==> src/rtl/muldiv_unit.sv <==
// muldiv_unit: iterative radix-2 multiply/divide engine with internal HI/LO.
// One shared adder serves both the add-shift multiply and the restoring
// shift-subtract divide; signed ops run on magnitudes and are sign-fixed
// in a final cycle before HI/LO are written.
module muldiv_unit #(
    parameter  int WIDTH = 32,
    localparam int CNT_W = $clog2(WIDTH + 1)
) (
    input  logic             clk,
    input  logic             reset,
    input  logic             start,
    input  logic [1:0]       op,
    input  logic             abort,
    input  logic [WIDTH-1:0] a,
    input  logic [WIDTH-1:0] b,
    output logic             busy,
    output logic             done,
    output logic             div_zero,
    output logic [WIDTH-1:0] hi,
    output logic [WIDTH-1:0] lo
);

    typedef enum logic [1:0] {S_IDLE, S_RUN, S_FIX, S_DZ} state_t;

    state_t             r_state, w_state_nxt;
    logic               r_is_div, r_neg_res, r_neg_rem;
    logic [WIDTH-1:0]   r_mb;              // multiplicand or divisor magnitude
    logic [WIDTH-1:0]   r_acc;             // product upper half or partial remainder
    logic [WIDTH-1:0]   r_q;               // multiplier bits or dividend/quotient bits
    logic [CNT_W-1:0]   r_cnt;
    logic               r_done, r_div_zero;
    logic [WIDTH-1:0]   r_hi, r_lo;

    logic               w_accept, w_last, w_fix_wr, w_dz_hit;
    logic               w_a_neg, w_b_neg;
    logic [WIDTH-1:0]   w_a_mag, w_b_mag;
    logic [WIDTH:0]     w_shift, w_add_x, w_add_y, w_sum;
    logic [WIDTH-1:0]   w_acc_nxt, w_q_nxt;
    logic [2*WIDTH-1:0] w_prod, w_prod_fix;
    logic [WIDTH-1:0]   w_quo, w_rem, w_hi_fix, w_lo_fix;

    // abort in IDLE swallows a simultaneous start
    assign w_accept = (r_state == S_IDLE) && start && !abort;
    assign w_last   = (r_cnt == CNT_W'(WIDTH - 1));
    assign w_fix_wr = (r_state == S_FIX) && !abort;
    assign w_dz_hit = (r_state == S_DZ) && !abort;

    // Operand magnitudes; the most-negative value maps onto 2^(WIDTH-1), which is exact unsigned
    assign w_a_neg = !op[0] && a[WIDTH-1];
    assign w_b_neg = !op[0] && b[WIDTH-1];
    assign w_a_mag = w_a_neg ? -a : a;
    assign w_b_mag = w_b_neg ? -b : b;

    // Shared adder: divide computes (remainder<<1 | next bit) - divisor, multiply adds the multiplicand
    assign w_shift = {r_acc, r_q[WIDTH-1]};
    assign w_add_x = r_is_div ? w_shift : {1'b0, r_acc};
    assign w_add_y = r_is_div ? ~{1'b0, r_mb} : (r_q[0] ? {1'b0, r_mb} : '0);
    assign w_sum   = w_add_x + w_add_y + {{WIDTH{1'b0}}, r_is_div};

    // One radix-2 step; for divide a clear MSB of the difference means no borrow, so keep it
    always_comb begin
        // NOTE: every always_comb output gets a default first so no path leaves it unassigned and infers a latch.
        w_acc_nxt = w_sum[WIDTH:1];
        w_q_nxt   = {w_sum[0], r_q[WIDTH-1:1]};
        if (r_is_div) begin
            w_acc_nxt = w_sum[WIDTH] ? w_shift[WIDTH-1:0] : w_sum[WIDTH-1:0];
            w_q_nxt   = {r_q[WIDTH-2:0], ~w_sum[WIDTH]};
        end
    end

    // Sign correction: quotient/product follow the operand sign xor, remainder follows the dividend
    assign w_prod     = {r_acc, r_q};
    assign w_prod_fix = r_neg_res ? -w_prod : w_prod;
    assign w_quo      = r_neg_res ? -r_q : r_q;
    assign w_rem      = r_neg_rem ? -r_acc : r_acc;
    assign w_hi_fix   = r_is_div ? w_rem : w_prod_fix[2*WIDTH-1:WIDTH];
    assign w_lo_fix   = r_is_div ? w_quo : w_prod_fix[WIDTH-1:0];

    // State register
    always_ff @(posedge clk or negedge reset) begin
        // NOTE: sequential state uses non-blocking assignments so every register samples pre-edge values.
        if (!reset) r_state <= S_IDLE;
        else        r_state <= w_state_nxt;
    end

    // Next-state logic; abort returns any busy state to IDLE
    always_comb begin
        w_state_nxt = r_state;
        unique case (r_state)
            S_IDLE: if (w_accept) w_state_nxt = (op[1] && (b == '0)) ? S_DZ : S_RUN;
            S_RUN:  if (abort) w_state_nxt = S_IDLE;
                    else if (w_last) w_state_nxt = S_FIX;
            S_FIX:  w_state_nxt = S_IDLE;
            S_DZ:   w_state_nxt = S_IDLE;
            default: w_state_nxt = S_IDLE;
        endcase
    end

    // Operand latch on accept, then one iteration per RUN cycle
    always_ff @(posedge clk or negedge reset) begin
        if (!reset) begin
            r_is_div  <= 1'b0;
            r_neg_res <= 1'b0;
            r_neg_rem <= 1'b0;
            r_mb      <= '0;
            r_acc     <= '0;
            r_q       <= '0;
            r_cnt     <= '0;
        end else if (w_accept) begin
            r_is_div  <= op[1];
            r_neg_res <= w_a_neg ^ w_b_neg;
            r_neg_rem <= w_a_neg;
            r_mb      <= op[1] ? w_b_mag : w_a_mag;
            r_q       <= op[1] ? w_a_mag : w_b_mag;
            r_acc     <= '0;
            r_cnt     <= '0;
        end else if (r_state == S_RUN) begin
            r_acc     <= w_acc_nxt;
            r_q       <= w_q_nxt;
            r_cnt     <= r_cnt + CNT_W'(1);
        end
    end

    // Result registers and completion pulses; HI/LO move only on a FIX write
    always_ff @(posedge clk or negedge reset) begin
        if (!reset) begin
            r_done     <= 1'b0;
            r_div_zero <= 1'b0;
            r_hi       <= '0;
            r_lo       <= '0;
        end else begin
            r_done     <= w_fix_wr | w_dz_hit;
            r_div_zero <= w_dz_hit;
            if (w_fix_wr) begin
                r_hi <= w_hi_fix;
                r_lo <= w_lo_fix;
            end
        end
    end

    assign busy     = (r_state != S_IDLE);
    assign done     = r_done;
    assign div_zero = r_div_zero;
    assign hi       = r_hi;
    assign lo       = r_lo;

endmodule

==> config.mk <==
export PLATFORM = sky130hd
export DESIGN_NAME = muldiv_unit
export DESIGN_NICKNAME = d
export VERILOG_FILES = /design/src/rtl/muldiv_unit.sv
export SDC_FILE = /design/constraint.sdc
export NUM_CORES = 1
export LEC_CHECK = 0
export BUFFER_PORTS_ARGS = -buffer_cell sky130_fd_sc_hd__buf_2
export CAP_MARGIN = 20
export CORE_MARGIN = 5
export CORE_UTILIZATION = 55
export DETAILED_ROUTE_END_ITERATION = 7
export PLACE_DENSITY = 0.78
export SLEW_MARGIN = 25
export SYNTH_ARGS = -nofsm -noshare
export SYNTH_HDL_FRONTEND = slang
export SYNTH_SLANG_ARGS = --single-unit
==> constraint.sdc <==
create_clock -name clk -period 4.3 [get_ports clk]
set_clock_uncertainty 0.05 [all_clocks]
set_input_delay 0.215 -clock clk [delete_from_list [all_inputs] [get_ports clk]]
set_output_delay 0.215 -clock clk [all_outputs]
set_load 0.03 [all_outputs]
==> flow_metrics.tcl, run 1 <==
set metrics [dict create \
    hold_viol 0 \
    seq_area_frac_synth_pct 32.49 \
    rows 57 \
    via_per_inst 6.201 \
    max_slew_margin_pct 33.37 \
    worstMarginPinSlew_ps 997.4 \
    status "finished clean" \
    critPathCaptureType "register" \
    p_int_uw 5597 \
    ys_warn_count 0 \
    cts_buffer_depth 2 \
    fillCellCount 2137 \
    crit_arrival_ps 4370 \
    layout-drive-gt1-share_pct 17.73 \
    period_share_pct 94.25 \
    clk_pin_slew_ps 70 \
    critPathKind "register to register" \
    syn_to_final_growth_pct 12.40 \
    coreArea_um2 24110 \
    clkPwrFrac_pct 14.4 \
    cts_tree "built" \
    synth_cells 1627 \
    switchingPower_uw 5437 \
    yosys-top-cells-area "dfrtp_1 32%, o21ai_0 7.6%, nand2_1 6.2%, xor2_1 5.5%, mux2_2 5.4%" \
    dieHeight_um 165.6 \
    drt.antenna.violating_nets 0 \
    dieWidth_um 165.6 \
    crit_fanout 11 \
    p_leak_uw 0.006578 \
    yosysTopAreaCell "dfrtp_1" \
    grt_max_degree 129 \
    gp_congestion 0.9449 \
    syn_avg_cell_area_um2 8.189 \
    drc 0 \
    synth_seq_cells 173 \
    grt_setup_unrepaired "no" \
    final-max-slew-violation-count 0 \
    setup_tns_ps 0 \
    worst_slack_ps 247.2 \
    place_area_um2 14290 \
    period_minus_slack_ps 4053 \
    grt_pass1_vias 11310 \
    fmax_ghz 0.2467 \
    antenna_found_initial 0 \
    yosysTopAreaCellShare_pct 32.49 \
    io_buffers 136 \
    cap_violations 0 \
    first_pass_iters 5 \
    syn_area_um2 13320 \
    vias 12680 \
    total_power_uw 11030 \
    drt_iter0_drc 1658 \
    ctsRootBufferMaster "clkbuf_16" \
    ys_async_sr_fraction_pct 100.0 \
    syn_nets 1736 \
    final_util_pct 62.13 \
    place_ws_ps 193.2 \
    grt_overflow 0 \
    pwr_density_cell_nw_per_um2 736.8 \
    synth-edff-count 0 \
    clk_latency_ps 450 \
    finalWirelength_um 39280 \
    cts_sinks 173 \
    synth_most_common_cell "nand2_1" \
    start_util_pct 55.27 \
    die_area_um2 27440 \
    p_comb_share_pct 57.2 \
    ios 137 \
    layout.nets 1817 \
    required_ps 4610 \
    wl_per_cell_um 19.22 \
    startpoint_type "register" \
    sequentialPowerShare_pct 28.3 \
    place_hpwl_um 29630 \
    switching_share_pct 49.28 \
    n_antenna_cell 0 \
    ys_types 68 \
    ir_worst_vdd_uv 325.2 \
    h-tree-depth 4 \
    hold_class "input port to register" \
    cts-buffers-inserted 17 \
    setup_viol 0 \
    grt_first_pass_wirelength_um 62070 \
    synth_common_cells "221 x nand2_1, 202 x o21ai_0, 173 x dfrtp_1" \
    design_area_um2 14980 \
    synthFlopType "dfrtp_1" \
    grt_usage_pct 27.53 \
]
## cell usage in the layout, fill, tap and decap left out, types with 5 or more instances in the layout
| cell | netlist | final |
|---|---|---|
| nand2_1 | 221 | 221 |
| o21ai_0 | 202 | 202 |
| dfrtp_1 | 173 | 172 |
| buf_2 | 4 | 135 |
| a21oi_1 | 119 | 119 |
| nor2_1 | 106 | 106 |
| xor2_1 | 84 | 84 |
| xnor2_1 | 70 | 70 |
| mux2_2 | 64 | 64 |
| mux2i_1 | 60 | 60 |
| buf_4 | 0 | 40 |
| ha_1 | 37 | 37 |
| o211ai_1 | 35 | 35 |
| inv_1 | 28 | 28 |
| nor3_1 | 27 | 27 |
| nand3_1 | 27 | 27 |
| o221ai_1 | 19 | 19 |
| a31oi_1 | 19 | 19 |
| a22oi_1 | 19 | 19 |
| clkbuf_16 | 0 | 17 |
| nor4_1 | 16 | 16 |
| nand2b_1 | 16 | 15 |
| o31ai_1 | 14 | 14 |
| or4_1 | 13 | 13 |
| o41ai_1 | 11 | 11 |
| a21o_1 | 10 | 10 |
| and2_1 | 9 | 9 |
| or2_2 | 8 | 8 |
| or3_1 | 8 | 8 |
| nand4_1 | 7 | 7 |
| nor2b_1 | 7 | 6 |
| nor3b_1 | 5 | 5 |
| a211oi_1 | 5 | 5 |
| a311oi_1 | 5 | 5 |
| inv_8 | 0 | 5 |
## cell families after synthesis
group | Yosys count | synth area share, %
flip-flops | 173 | 32.49
multiplexers | 124 | 9.916
XOR/XNOR | 154 | 10.12
buffers and inverters | 150 | 4.273
adder cells (fa/ha/maj) | 39 | 3.775
AND/OR/NAND/NOR | 492 | 17.12
AO/OA/AOI/OAI | 495 | 22.30
## per-layer routing
metal,vias up,wire [um],global-route usage [%]
met4,0,753,6.385
met1,5997,17510,41.99
met3,65,3574,4.576
li1,5999,-,-
met2,614,17430,41.14
met5,-,0,0
## repair_timing
item,CTS,global route
gates resized for setup,0,3
setup endpoints to repair,0,25
hold buffers,2,0
hold endpoints to repair,94,0
buffers inserted,0,5
## area by class of cell
type / instances / area, um2 / area share, %
multi-input combinational: 1304 / 8462 / 56.50
sequential: 173 / 4333 / 28.93
timing repair buffer: 182 / 1070 / 7.143
clock buffer: 17 / 425.4 / 2.841
tap: 324 / 405.4 / 2.707
clock inverter: 14 / 167.7 / 1.120
inverter: 30 / 112.6 / 0.7519
## final timing paths
| path | startpoint | to | slack, ps | cells past startpoint |
|---|---|---|---|---|
| min in group asynchronous | reset | r_acc[11] | 340 | 2 |
| min | op[0] | r_neg_res | 70 | 2 |
| min reg2reg | lo[25] | lo[25] | 430 | 2 |
| max | r_is_div | r_acc[10] | 250 | 15 |
| max in group asynchronous | reset | hi[30] | 2730 | 3 |
| max reg2reg | r_is_div | r_acc[10] | 250 | 15 |
## registers in the layout (all words and copies together), names as in the netlist
| name | cells |
|---|---|
| r_neg_res | 1 |
| div_zero | 1 |
| r_cnt | 6 |
| r_q | 32 |
| r_neg_rem | 1 |
| hi | 32 |
| done | 1 |
| r_is_div | 1 |
| r_acc | 32 |
| lo | 32 |
| r_state | 2 |
| r_mb | 32 |
## per-stage QoR
step                      std cells  hold WS [ps]
after floorplan                1627        -130.6
after global placement         2005         329.3
after detailed placement       2005         311.7
after CTS                      2038         55.21
after global routing           2044         74.72
final                          2044         69.71
## worst max-delay path, cell delays in order, from the launching register on
cell,delay [ps]
dfrtp_4,520
o21ai_0,350
fa_1,340
inv_1,80
fa_1,400
nand2b_1,180
a21oi_1,200
o211ai_1,180
a2111oi_2,330
buf_4,170
o2111a_1,270
o211ai_4,190
buf_4,200
mux2i_1,100
mux2_2,260
o21ai_0,130
## power groups by stage
| stage | sequential [uW] | combinational (uW) | clock [uW] |
|---|---|---|---|
| after floorplan | 3300 | 4080 | 0 |
| after global placement | 3090 | 6030 | 0 |
| after detailed placement | 3120 | 6140 | 0 |
| after CTS | 3090 | 6180 | 1590 |
| after global routing | 3200 | 6900 | 1670 |
| final | 3130 | 6310 | 1590 |
(Power assumes the default switching activity.)
==> run 2: changes to the inputs <==
==> constraint.sdc (replaced) <==
create_clock -name clk -period 4.3 [get_ports clk]
set_clock_uncertainty 0.05 [all_clocks]
set_input_delay 0.86 -clock clk [delete_from_list [all_inputs] [get_ports clk]]
set_output_delay 0.86 -clock clk [all_outputs]
set_load 0.03 [all_outputs]
==> flow_metrics.tcl, run 2 (same netlist as run 1, synthesis figures left out) <==
set metrics [dict create \
    status "finished clean" \
    ir_worst_vdd_uv 346.3 \
    via_per_inst 6.152 \
    grt_max_degree 129 \
    clk_latency_ps 440 \
    layout-drive-gt1-share_pct 17.41 \
    setup_viol 0 \
    total_power_uw 10840 \
    layout.nets 1809 \
    startpoint_type "register" \
    vias 12540 \
    setup_tns_ps 0 \
    wl_per_cell_um 19.24 \
    coreArea_um2 24110 \
    die_area_um2 27440 \
    r2r_cells 14 \
    mostFrequentLayoutCell "nand2_1" \
    cts_tree "built" \
    final_util_pct 61.86 \
    critPathCaptureType "register" \
    grt_setup_unrepaired "no" \
    first_pass_iters 6 \
    cap_violations 0 \
    hold_depth 2 \
    drt.antenna.violating_nets 0 \
    grt_pass1_vias 11650 \
    grt_overflow 0 \
    max_slew_margin_pct 34.91 \
    fmax_ghz 0.2445 \
    cp_slowest_cell "dfrtp_4" \
    h-tree-depth 4 \
    drc 0 \
    max_stage_delay_ps 510 \
    hold_viol 0 \
    drt_iter0_drc 1563 \
    r2r-start "r_is_div" \
    period_minus_slack_ps 4091 \
    pwr_density_cell_nw_per_um2 727.1 \
    worstHoldStart "hi[17]" \
    p_leak_uw 0.006529 \
    cts_buffer_depth 2 \
    final_cell_mix "221 x nand2_1, 201 x o21ai_0, 172 x dfrtp_1" \
    place_hpwl_um 29710 \
    path_cells "buf_8, mux2_2, ha_1, a21oi_1, o21ai_0, a311oi_1, a2111oi_2, buf_4, o2111a_1, o211ai_4, buf_12, mux2i_1, a21oi_1, a31o_2" \
    period_share_pct 95.13 \
    syn_to_final_growth_pct 11.92 \
    worstPathBufferInverterCount 3 \
    worstMarginPinSlew_ps 976.4 \
    reg2reg_to "r_acc[13]" \
    antenna_found_initial 2 \
    min_to "hi[17]" \
    grt_usage_pct 27.35 \
    start_util_pct 55.27 \
    ios 137 \
    r2r_slack_ps 210 \
    required_ps 4570 \
    clk_pin_slew_ps 70 \
    cts-buffers-inserted 17 \
    io_buffers 136 \
    grt_first_pass_wirelength_um 62020 \
    crit_arrival_ps 4360 \
    hold_class "register to register" \
    finalWirelength_um 39220 \
    cts_sinks 173 \
    cp_top_family "compound AO/OA/AOI/OAI gates" \
    rows 57 \
    gp_congestion 0.9720 \
    ctsRootBufferMaster "clkbuf_16" \
    final-max-slew-violation-count 0 \
    crit_fanout 34 \
    crit_path_frequent_cell "a21oi_1" \
    dieWidth_um 165.6 \
    hold_buffers 0 \
    dieHeight_um 165.6 \
    critPathKind "register to register" \
]
-- run 2: changes by cell type in the layout (fill, tap and decap cells not counted), sizes merged --
cell         delta
dlygate4sd3     -2
clkbuf          +2
clkinv          -1
buf             -7
bufinv          -1
inv             -1
clkinvlp        +2
diode           +2
-- run 2: stage by stage --
stage / hold WS, ps / cell area (um2) / worst slack [ps] / cells
after floorplan: 397.6 / 13340 / -7.974 / 1627
after global placement: 405.7 / 14310 / 321.5 / 2004
after detailed placement: 414.7 / 14310 / 188.8 / 2004
after CTS: 430.9 / 14860 / 160.0 / 2035
after global routing: 444.4 / 14910 / 3.724 / 2038
final: 423.1 / 14910 / 209.5 / 2038
-- run 2: area by class of cell --
class                      instances  area, um2
antenna                            2      5.005
clock buffer                      18      429.2
clock inverter                    13      125.1
fill                            2160       9194
inverter                          30      112.6
multi-input combinational       1304       8462
sequential                       173       4333
tap                              324      405.4
timing repair buffer             174       1040
-- run 2: repair_timing --
item                                    in CTS  in global routing
endpoints found under the setup margin       0                  4
gates resized for setup                      0                  6
buffers inserted                             0                  0
-- run 2: worst max-delay path by stage --
stage,startpoint,end,slack [ps],cells after the start
after floorplan,r_is_div,r_acc[25],-8,17
after global placement,r_is_div,r_acc[13],320,14
after detailed placement,r_is_div,r_acc[13],190,14
after CTS,r_is_div,r_acc[13],160,14
after global routing,r_is_div,r_acc[13],4,14
final,r_is_div,r_acc[13],210,14
-- run 2: layer usage --
metal / GRT usage, % / wire length, um / share of wire, % / up-vias
li1: - / - / - / 5987
met4: 9.756 / 1242 / 3.2 / 0
met1: 40.14 / 17340 / 44 / 5831
met5: 0 / 0 / 0 / -
met3: 6.125 / 3866 / 9.9 / 81
met2: 39.81 / 16770 / 43 / 639
-- run 2: power breakdown --
group          internal [uW]  switching (uW)
registers               2270             848
clock network            764             730
logic                   2440            3790
total                   5470            5370
-- run 2: worst reg2reg max path, delay by kind of cell (launching register included) --
kind,cells,cell delay [ps]
DFF,1,510
adders and majority gates,1,360
muxes,2,610
AOI/OAI and AO/OA,8,1770
buffers and inverters,3,680
